File: config.mk
export PLATFORM = sky130hd
export DESIGN_NAME = lcd_page_scheduler
export DESIGN_NICKNAME = d
export VERILOG_FILES = /design/src/rtl/lcd_pkg.sv /design/src/rtl/lcd_page_pick.sv /design/src/rtl/lcd_page_scheduler.sv
export SDC_FILE = /design/constraint.sdc
export NUM_CORES = 1
export LEC_CHECK = 0
export CORE_AREA = 3 3 501 503
export CTS_CLUSTER_DIAMETER = 30
export DETAILED_ROUTE_END_ITERATION = 10
export DIE_AREA = 0 0 504 506
export GPL_TIMING_DRIVEN = 0
export PLACE_DENSITY = 0.33
export SYNTH_ARGS = -nofsm -noshare
export SYNTH_HDL_FRONTEND = slang
export SYNTH_SLANG_ARGS = --single-unit
File: constraint.sdc
create_clock -name clk_1MHz -period 4.4 [get_ports clk_1MHz]
set_input_delay 1.1 -clock clk_1MHz [delete_from_list [all_inputs] [get_ports clk_1MHz]]
set_output_delay 1.1 -clock clk_1MHz [all_outputs]
set_load 0.01 [all_outputs]
File: src/rtl/lcd_pkg.sv
// rtl/lcd_pkg.sv - shared LCD row geometry and scheduler state encoding
package lcd_pkg;

    localparam int LCD_ROW_W = 128;
    localparam int LCD_CHARS = 16;
    localparam logic [LCD_ROW_W-1:0] LCD_BLANK_ROW = {LCD_CHARS{8'h20}};

    typedef enum logic [1:0] {
        IDLE,
        LATCH,
        STROBE,
        WAIT
    } lcd_state_t;

endpackage

File: src/rtl/lcd_page_pick.sv
// rtl/lcd_page_pick.sv - combinational round-robin search for the next valid page
module lcd_page_pick #(
    parameter int N = 4
) (
    input  logic [N-1:0]         valid,
    input  logic [$clog2(N)-1:0] start,
    output logic [$clog2(N)-1:0] index,
    output logic                 found
);

    localparam int IW = $clog2(N);

    logic [IW-1:0] idx;

    // Scan start+N down to start+1 so the nearest valid page after start wins;
    // start itself is the last candidate, covering the single-valid-page case.
    always_comb begin
        index = '0;
        found = 1'b0;
        idx   = '0;
        for (int k = N; k >= 1; k--) begin
            idx = IW'((int'(start) + k) % N);
            if (valid[idx]) begin
                index = idx;
                found = 1'b1;
            end
        end
    end

endmodule

File: src/rtl/lcd_page_scheduler.sv
// rtl/lcd_page_scheduler.sv - periodic page refresh and rotation for the 16x2 LCD
module lcd_page_scheduler
    import lcd_pkg::*;
#(
    parameter int NPAGES          = 4,
    parameter int REFRESH_CYC     = 200000,
    parameter int DWELL_REFRESHES = 15
) (
    input  logic                          clk_1MHz,
    input  logic                          rst,
    input  logic [NPAGES-1:0]             page_valid,
    input  logic [NPAGES*LCD_ROW_W-1:0]   page_row1,
    input  logic [NPAGES*LCD_ROW_W-1:0]   page_row2,
    input  logic                          alarm,
    input  logic                          hold,
    output logic                          lcd_ena,
    output logic [LCD_ROW_W-1:0]          lcd_row1,
    output logic [LCD_ROW_W-1:0]          lcd_row2,
    output logic [$clog2(NPAGES)-1:0]     cur_page,
    output logic                          busy
);

    localparam int PW = $clog2(NPAGES);
    localparam int WW = $clog2(REFRESH_CYC + 1);

    lcd_state_t    state;
    logic [WW-1:0] wait_cnt;
    logic [7:0]    dwell_cnt;
    logic [PW-1:0] pick_idx;
    logic          pick_found;
    logic [PW-1:0] next_page;

    lcd_page_pick #(.N(NPAGES)) u_pick (
        .valid (page_valid),
        .start (cur_page),
        .index (pick_idx),
        .found (pick_found)
    );

    // Alarm wins over everything; an invalidated page forces a move; otherwise rotate on dwell.
    always_comb begin
        next_page = cur_page;
        if (alarm && page_valid[0]) begin
            next_page = '0;
        end else if (!page_valid[cur_page]) begin
            next_page = pick_idx;
        end else if (!hold && dwell_cnt >= 8'(DWELL_REFRESHES)) begin
            next_page = pick_idx;
        end
    end

    always_ff @(posedge clk_1MHz) begin
        if (rst) begin
            state     <= IDLE;
            lcd_ena   <= 1'b0;
            lcd_row1  <= LCD_BLANK_ROW;
            lcd_row2  <= LCD_BLANK_ROW;
            cur_page  <= '0;
            dwell_cnt <= 8'd0;
            wait_cnt  <= '0;
            busy      <= 1'b0;
        end else begin
            case (state)
                IDLE: begin
                    if (|page_valid) begin
                        state <= LATCH;
                        busy  <= 1'b1;
                    end
                end
                LATCH: begin
                    if (!pick_found) begin
                        state <= IDLE;
                        busy  <= 1'b0;
                    end else begin
                        cur_page <= next_page;
                        lcd_row1 <= page_row1[int'(next_page)*LCD_ROW_W +: LCD_ROW_W];
                        lcd_row2 <= page_row2[int'(next_page)*LCD_ROW_W +: LCD_ROW_W];
                        if (next_page != cur_page) begin
                            dwell_cnt <= 8'd0;
                        end
                        lcd_ena <= 1'b1;
                        state   <= STROBE;
                    end
                end
                STROBE: begin
                    lcd_ena  <= 1'b0;
                    wait_cnt <= '0;
                    if (dwell_cnt != 8'hFF) begin
                        dwell_cnt <= dwell_cnt + 8'd1;
                    end
                    state <= WAIT;
                end
                WAIT: begin
                    if (wait_cnt == WW'(REFRESH_CYC - 1)) begin
                        state <= LATCH;
                    end else begin
                        wait_cnt <= wait_cnt + 1'b1;
                    end
                end
                default: state <= IDLE;
            endcase
        end
    end

endmodule

==> impl_metrics.ini, run 1 <==
[synth]
async_flop_share = 0
ys_seq_area_frac = 0.351
syn_inst = 1661
yosys.area_share.adder = 0.00534
synth_edf_count = 0
synth_mux_area_frac = 0.325
syn-num-nets = 2700
syn_avg_cell_area_um2 = 9.88
synth_top_family_by_area = multiplexers
synth_xor_area_frac = 0.00587
yosysUniqueCellTypes = 57
yosys.area_share.simple = 0.0837
synth-compound-area-share = 0.180
synth_area_um2 = 16400
yosys_register_bits = 288
yosys_warnings = 0
synth_flop_cell = dfxtp_1

[timing]
finalHoldViolations = 0
fmax_mhz = 234
worst_pin_slew_ns = 1.20
finalCriticalPeriod_ns = 4.28
setup_viol = 0
worst_hold_slack_ns = 0.452
relSlewSlack = 0.200
clock_skew_ns = 0.0485
slew_violations = 0
fin_crit_sh = 0.972
rsz0062_at_grt = no

[die]
die_y_um = 506
pin_count = 1292
rows = 182
core_area_um2 = 246000
start_util = 0.0666
die_area_um2 = 255000
die_w_um = 504

[placement]
dp.cells = 6263
port_buffers = 1288
gp_congestion = 0.884
hpwl_um = 168000

[route]
vias_per_cell = 3.26
drt_iter0_drc = 1528
drt_wl_total_um = 193000
drtAntennaViolNets = 0
vias = 21300
route.detailed.drc = 0
routedWlPerCell_um = 29.5
drt_pass1_iterations = 5

[cts]
cts_hold_buf = 0
cts_tree = built
clkTransAtPathRegs_ns = 0.04
cts_setup_buffers = 0
clk_latency_ns = 0.75
htreeDepth = 4
clkSinkCount = 288
cts_buffer_depth = 3
numCtsBuffers = 141
root_buffer = clkbuf_16

[global_routing]
grt_overflow = 0
grt_util_all_layers = 0.145
grt_max_degree = 17
antenna_found_initial = 160
grt_pass1_vias = 21800
grt_pass1_wl_um = 241000

[pwr]
vdd_drop_max_mv = 0.303
powerDensity_nw_per_um2 = 450
leakage_uw = 0.0151
power_uw = 17200

[final_layout]
finalNonFillerCells = 6543
layout_commonest_cell = clkdlybuf4s50_1
final_util = 0.155
most-common-layout-cells = clkdlybuf4s50_1 (1,288), mux2i_1 (475), dfxtp_1 (288)
fin_nets = 4132
drive_gt1_frac = 0.112
areaGrowthSynthToFinish_pct = 132

[setup_path]
end_kind = flip-flop
cpMostUsedCell = buf_2
crit_family = buffers and inverters
arrival_ns = 4.88
cp_slowest_cell = mux2i_1
crit_fanout = 10
path_cells = clkdlybuf4s50_1, mux2_2, mux2i_4, o22ai_2, mux2_4, buf_6, buf_2, buf_2, mux2i_1, o221ai_1
slowest_delay_ns = 0.76
worst-setup-path-type = primary input to flip-flop
ff2ff_setup_slack_ns = 0.44
crit_path_start_kind = primary input
path_buf_inv = 4
worstPathRequired_ns = 5.00

[worst_hold_path]
hp-class = flip-flop to flip-flop

[flow_run]
cap_viol_max_count = 0

[outcome]
status = finished, final reports clean
cells in the mapped netlist, drive strengths merged, types with 2 or more instances:
| master | n | area [µm²] |
|---|---|---|
| inv | 13 | 48.8 |
| nand4 | 3 | 18.8 |
| or3 | 5 | 31.3 |
| o22ai | 6 | 43.8 |
| a221oi | 29 | 429 |
| o21ai | 34 | 170 |
| buf | 94 | 507 |
| xor2 | 9 | 78.8 |
| a211o | 6 | 52.6 |
| a31oi | 2 | 12.5 |
| nor2b | 2 | 12.5 |
| xnor2 | 2 | 17.5 |
| a21oi | 18 | 90.1 |
| and3 | 8 | 50.1 |
| nand2b | 6 | 37.5 |
| nand3 | 14 | 70.1 |
| mux2 | 35 | 503 |
| ha | 7 | 87.6 |
| dfxtp | 288 | 5770 |
| nor2 | 32 | 120 |
| clkbuf | 61 | 229 |
| o41ai | 6 | 52.6 |
| a211oi | 2 | 15.0 |
| mux2i | 482 | 4840 |
| nand2 | 243 | 912 |
| o221ai | 226 | 1980 |
| a311oi | 3 | 32.5 |
| o211ai | 3 | 22.5 |
| nand3b | 3 | 22.5 |
| nor4b | 2 | 17.5 |
| nor4 | 2 | 18.8 |
worst paths after layout:
| kind | startpoint | endpoint | cells past startpoint |
|---|---|---|---|
| max | page_valid[3] | lcd_row2[105] | 10 |
| max reg2reg | dwell_cnt[0] | lcd_row2[105] | 10 |
| min reg2reg | lcd_row1[99] | lcd_row1[99] | 2 |
| min | lcd_row1[99] | lcd_row1[99] | 2 |
layer usage:
layer	track usage	up-vias	wire [µm]
met5	0	-	871
met4	0.0432	134	4220
met3	0.0716	369	22900
met2	0.228	1297	87300
met1	0.172	10100	77700
li1	-	9384	-
per-stage QoR:
stage / instance area, µm² / setup WS (ns) / TNS, ns
2_1_floorplan: 16400 / 1.33 / 0
3_3_place_gp: 33400 / -2.34 / -368.03
3_5_place_dp: 33500 / -1.19 / -145.81
4_1_cts: 38000 / 0.0189 / 0
5_1_grt: 38100 / 0.00783 / 0
6_report: 38100 / 0.123 / 0
tightest hold or removal path, delay by kind of cell (launching register included):
family,cells,cell delay [ns]
AOI/OAI and AO/OA,1,0.05
DFF,1,0.31
and+or+nand+nor,1,0.05
state kept, by name, indices dropped and copies added, names as in the netlist:
register,flops
cur_page,2
dwell_cnt,8
busy,1
lcd_row1,128
state,2
wait_cnt,18
lcd_ena,1
lcd_row2,128
cells by family after synthesis:
| group | count (synthesis) |
|---|---|
| muxes | 517 |
| AOI/OAI and AO/OA | 342 |
| and+or+nand+nor | 328 |
| DFF | 288 |
| buffers and inverters | 168 |
| xor gates and xnor gates | 11 |
| adders and majority gates | 7 |
report_power, final:
group          internal [µW]  leakage, µW  total [µW]  switching (µW)
clock network           6350      0.00217        9110            2760
logic                   2330       0.0106        4850            2520
registers               2960      0.00236        3210             246
final cells by class:
| class | instances | area, µm² |
|---|---|---|
| inverters | 13 | 48.8 |
| repair buffers | 1290 | 12900 |
| flip-flops and latches | 288 | 5770 |
| clock inverters | 21 | 369 |
| diodes | 35 | 87.6 |
| plain buffers | 154 | 744 |
| well taps | 3312 | 4140 |
| clock buffers | 225 | 4140 |
| multi-input cells | 1205 | 9880 |
| fillers | 28100 | 208000 |
repair_timing:
item                       in CTS  in global routing
pin swaps                       0                  0
gates cloned                    0                  0
gates resized for setup         7                  9
setup endpoints to repair      39                 18
No activity file was read; power rests on OpenSTA's default activity.
==> inputs of run 2 (changes only) <==
- CTS_CLUSTER_DIAMETER: 30 -> 80
==> impl_metrics.ini, run 2 (synthesized netlist as in run 1, its figures left out) <==
[outcome]
status = finished, final reports clean

[cts]
numCtsBuffers = 48
clkTransAtPathRegs_ns = 0.06
clk_latency_ns = 0.65
cts_buffer_depth = 3
clkSinkCount = 288
cts_hold_buf = 0
cts_tree = built
root_buffer = clkbuf_16
htreeDepth = 2
cts_setup_buffers = 0

[final_layout]
layout_commonest_cell = clkdlybuf4s50_1
fin_nets = 4039
reg_top3 = lcd_row1 x128, lcd_row2 x128, wait_cnt x18
areaGrowthSynthToFinish_pct = 115
final_util = 0.143
most-common-layout-cells = clkdlybuf4s50_1 (1,288), mux2i_1 (472), dfxtp_1 (288)
fillerInstances = 28300
drive_gt1_frac = 0.0804

[setup_path]
slowest_delay_ns = 0.65
ff2ff_setup_slack_ns = 0.52
worst-setup-path-type = primary input to flip-flop
r2r_end = lcd_row2[108]
rr_worst_depth = 10
path_cells = clkdlybuf4s50_1, mux2_2, mux2i_4, o22ai_2, mux2_4, buf_6, buf_2, clkbuf_4, mux2i_2, o221ai_1
arrival_ns = 4.70
crit_fanout = 10
cp-endpoint = lcd_row2[108]
cp-startpoint = page_valid[3]
cp_slowest_cell = mux2i_2
r2r-start = dwell_cnt[0]
crit_path_start_kind = primary input
worstPathRequired_ns = 4.87
end_kind = flip-flop

[timing]
worst_pin_slew_ns = 1.26
finalHoldViolations = 0
rsz0062_at_grt = no
fmax_mhz = 236
fin_crit_sh = 0.961
tns_ns = 0
finalCriticalPeriod_ns = 4.23
setup_viol = 0
relSlewSlack = 0.160
clock_skew_ns = 0.0303
slew_violations = 0
setup_ws_ns = 0.170

[route]
route.detailed.drc = 0
vias = 20700
drtAntennaViolNets = 0
drt_pass1_iterations = 6
drt_iter0_drc = 1395
drt_wl_total_um = 192000
routedWlPerCell_um = 30.1
vias_per_cell = 3.25

[global_routing]
grt_pass1_vias = 20700
antenna_found_initial = 163
grt_pass1_wl_um = 237000
grt_max_degree = 15
grt_overflow = 0
grt_util_all_layers = 0.143

[placement]
gp_congestion = 0.884
post-place-ws_ns = -1.19
port_buffers = 1288
hpwl_um = 168000

[pwr]
powerDensity_nw_per_um2 = 345
leakage_uw = 0.0138
vdd_drop_max_mv = 0.252

[die]
die_w_um = 504
die_y_um = 506
die_area_um2 = 255000
start_util = 0.0666
rows = 182
pin_count = 1292
core_area_um2 = 246000

[flow_run]
cap_viol_max_count = 0

[worst_hold_path]
hp-class = flip-flop to flip-flop
worstHoldPathCells = 2
[run 2: cell count changes in the layout (fill, tap and decap cells not counted), sizes merged]
cell / before / now
inv: 18 / 14
clkinv: 16 / 10
diode: 35 / 22
clkdlybuf4s15: 1 / 0
clkbuf: 284 / 132
bufinv: 0 / 5
buf: 96 / 93
[run 2: layout make-up]
class	count	area [µm²]	area share
timing repair buffer	1290	12900	0.367
buffer	154	746	0.0212
inverter	13	48.8	0.00139
sequential	288	5770	0.164
clock inverter	16	235	0.00668
tap	3312	4140	0.118
multi-input combinational	1205	9890	0.281
antenna	22	55.1	0.00156
clock buffer	69	1390	0.0395
[run 2: worst max-delay path, delay by kind of cell]
kind,cells,cell delay [ns]
AOI/OAI and AO/OA,2,0.30
buffers and inverters,4,1.82
muxes,4,1.39
[run 2: worst min-delay path by stage]
stage	from	to	slack [ns]
2_1_floorplan	wait_cnt[16]	wait_cnt[16]	0.46
3_3_place_gp	lcd_row2[112]	lcd_row2[112]	0.44
3_5_place_dp	lcd_row1[99]	lcd_row1[99]	0.45
4_1_cts	lcd_row1[99]	lcd_row1[99]	0.46
5_1_grt	lcd_row1[99]	lcd_row1[99]	0.48
6_report	lcd_row1[108]	lcd_row1[108]	0.46
[run 2: metal layers]
layer  part of all wire  wire [µm]  up-vias  track usage
li1                   -          -     9116            -
met1               0.40      76700     9887        0.170
met2               0.46      87800     1289        0.234
met3               0.12      23100      286       0.0693
met4              0.016       3110      132       0.0240
met5             0.0043        829        -            0
[run 2: per-stage QoR]
step	hold WS, ns	cells	instance area, µm²	power [µW]
after detailed placement	0.445	6263	33500	8200
after global placement	0.443	6261	33400	8180
after global routing	0.477	6352	35200	12700
after floorplan	0.456	1661	16400	5100
final	0.457	6369	35200	12200
after CTS	0.461	6347	35100	12500
[run 2: report_power, final]
| group | switching [µW] | internal [µW] | leakage, µW |
|---|---|---|---|
| Sequential | 246 | 2950 | 0.00236 |
| Combinational | 2520 | 2330 | 0.0106 |
| Clock | 1630 | 2480 | 0.000802 |
[run 2: timing repair]
action | CTS | global route
pin swaps | 0 | 0
gates resized for setup | 9 | 9
setup endpoints to repair | 125 | 24
==> inputs of run 3 (changes only) <==
- SKIP_LAST_GASP: unset -> 1
==> impl_metrics.ini, run 3 (synthesized netlist as in run 1, its figures left out) <==
[outcome]
status = finished, final reports clean

[setup_path]
ff2ff_setup_slack_ns = 0.42
rr_worst_depth = 10
r2r_end = lcd_row2[108]
path_cells = clkdlybuf4s50_1, mux2_2, mux2i_4, o22ai_2, mux2_4, buf_6, buf_2, buf_2, mux2i_2, o221ai_1
crit_path_start_kind = primary input
r2r-start = dwell_cnt[0]
arrival_ns = 4.81
worst-setup-path-type = primary input to flip-flop
worstPathRequired_ns = 4.87
cp_slowest_cell = mux2i_2
crit_fanout = 10
end_kind = flip-flop
cpMostUsedCell = buf_2
slowest_delay_ns = 0.67

[route]
route.detailed.drc = 0
vias = 20700
vias_per_cell = 3.25
drt_pass1_iterations = 6
drt_iter0_drc = 1393
routedWlPerCell_um = 30.1
drt_wl_total_um = 192000
drtAntennaViolNets = 0

[die]
die_area_um2 = 255000
rows = 182
pin_count = 1292
die_w_um = 504
die_y_um = 506
start_util = 0.0666
core_area_um2 = 246000

[cts]
htreeDepth = 2
cts_tree = built
root_buffer = clkbuf_16
numCtsBuffers = 48
clkSinkCount = 288
clk_latency_ns = 0.65
cts_setup_buffers = 0
cts_buffer_depth = 3
clkTransAtPathRegs_ns = 0.06

[timing]
relSlewSlack = 0.160
fin_crit_sh = 0.985
worst_pin_slew_ns = 1.26
slew_violations = 0
finalHoldViolations = 0
rsz0062_at_grt = yes
fmax_mhz = 231
clock_skew_ns = 0.0301
setup_viol = 0
finalCriticalPeriod_ns = 4.33
setup_ws_ns = 0.0675

[final_layout]
finalNonFillerCells = 6372
fillerInstances = 28300
fin_nets = 4039
reg_top3 = lcd_row1 x128, lcd_row2 x128, wait_cnt x18
areaGrowthSynthToFinish_pct = 115
layout_commonest_cell = clkdlybuf4s50_1
drive_gt1_frac = 0.0804
most-common-layout-cells = clkdlybuf4s50_1 (1,288), mux2i_1 (472), dfxtp_1 (288)

[global_routing]
grt_pass1_vias = 20700
grt_overflow = 0
grt_util_all_layers = 0.143
antenna_found_initial = 163
grt_pass1_wl_um = 237000
grt_max_degree = 15

[pwr]
leakage_uw = 0.0138
powerDensity_nw_per_um2 = 345
vdd_drop_max_mv = 0.252

[worst_hold_path]
min_to = lcd_row1[108]
min_from = lcd_row1[108]
worstHoldPathCells = 2
hp-class = flip-flop to flip-flop

[placement]
dp.cells = 6263
port_buffers = 1288
gp_congestion = 0.884
hpwl_um = 168000
post-place-ws_ns = -1.19

[flow_run]
cap_viol_max_count = 0
-- run 3: cell types whose count changed in the layout (fill, tap and decap cells not counted) --
cell      before  now
diode_2       22   25
buf_2         77   78
clkbuf_4       3    2
-- run 3: how the worst max path moves through the flow --
stage | cells past startpoint | slack [ns] | endpoint | start
after CTS | 10 | -0.04 | lcd_row2[107] | page_valid[3]
after detailed placement | 10 | -1.19 | lcd_row1[44] | page_valid[3]
after floorplan | 10 | 1.33 | lcd_row1[109] | page_valid[0]
after global routing | 10 | -0.02 | lcd_row2[108] | page_valid[3]
final | 10 | 0.07 | lcd_row2[108] | page_valid[3]
after global placement | 8 | -2.34 | lcd_row1[1] | page_valid[3]
-- run 3: critical path, delay by kind of cell --
family | cells | cell delay, ns
AOI/OAI and AO/OA | 2 | 0.30
muxes | 4 | 1.41
buffers and inverters | 4 | 1.90
-- run 3: layout make-up --
| cell class | count | area (µm²) | area share |
|---|---|---|---|
| Clock inverter | 16 | 235 | 0.00668 |
| Buffer | 154 | 743 | 0.0211 |
| Sequential cell | 288 | 5770 | 0.164 |
| Multi-Input combinational cell | 1205 | 9890 | 0.281 |
| Tap cell | 3312 | 4140 | 0.118 |
| Inverter | 13 | 48.8 | 0.00139 |
| Clock buffer | 69 | 1390 | 0.0395 |
| Antenna cell | 25 | 62.6 | 0.00178 |
| Timing Repair Buffer | 1290 | 12900 | 0.367 |
-- run 3: per-stage QoR --
stage / total power, µW / setup TNS, ns / hold slack [ns] / utilization / area [µm²]
2_1_floorplan: 5100 / 0 / 0.456 / - / 16400
3_3_place_gp: 8180 / -368.03 / 0.443 / 0.136 / 33400
3_5_place_dp: 8200 / -145.81 / 0.445 / 0.136 / 33500
4_1_cts: 12500 / -0.0788 / 0.461 / 0.143 / 35100
5_1_grt: 12700 / -0.0551 / 0.477 / 0.143 / 35200
6_report: 12200 / 0 / 0.457 / 0.143 / 35200
-- run 3: where the power goes --
| group | total (µW) | switching (µW) | internal, µW |
|---|---|---|---|
| Combinational | 4850 | 2510 | 2330 |
| Sequential | 3190 | 246 | 2950 |
| Clock | 4110 | 1630 | 2480 |
-- run 3: layer usage --
metal  up-vias  GRT usage  routed length [µm]
met4       132     0.0240                3090
met5         -          0                 829
met1      9877      0.170               76400
met2      1282      0.234               87800
li1       9125          -                   -
met3       284     0.0693               23400
-- run 3: timing repair --
item,in CTS,in global routing
pin swaps,0,0
cloned,0,0
hold buffers,0,0
resized for setup,9,8
setup endpoints to repair,125,24
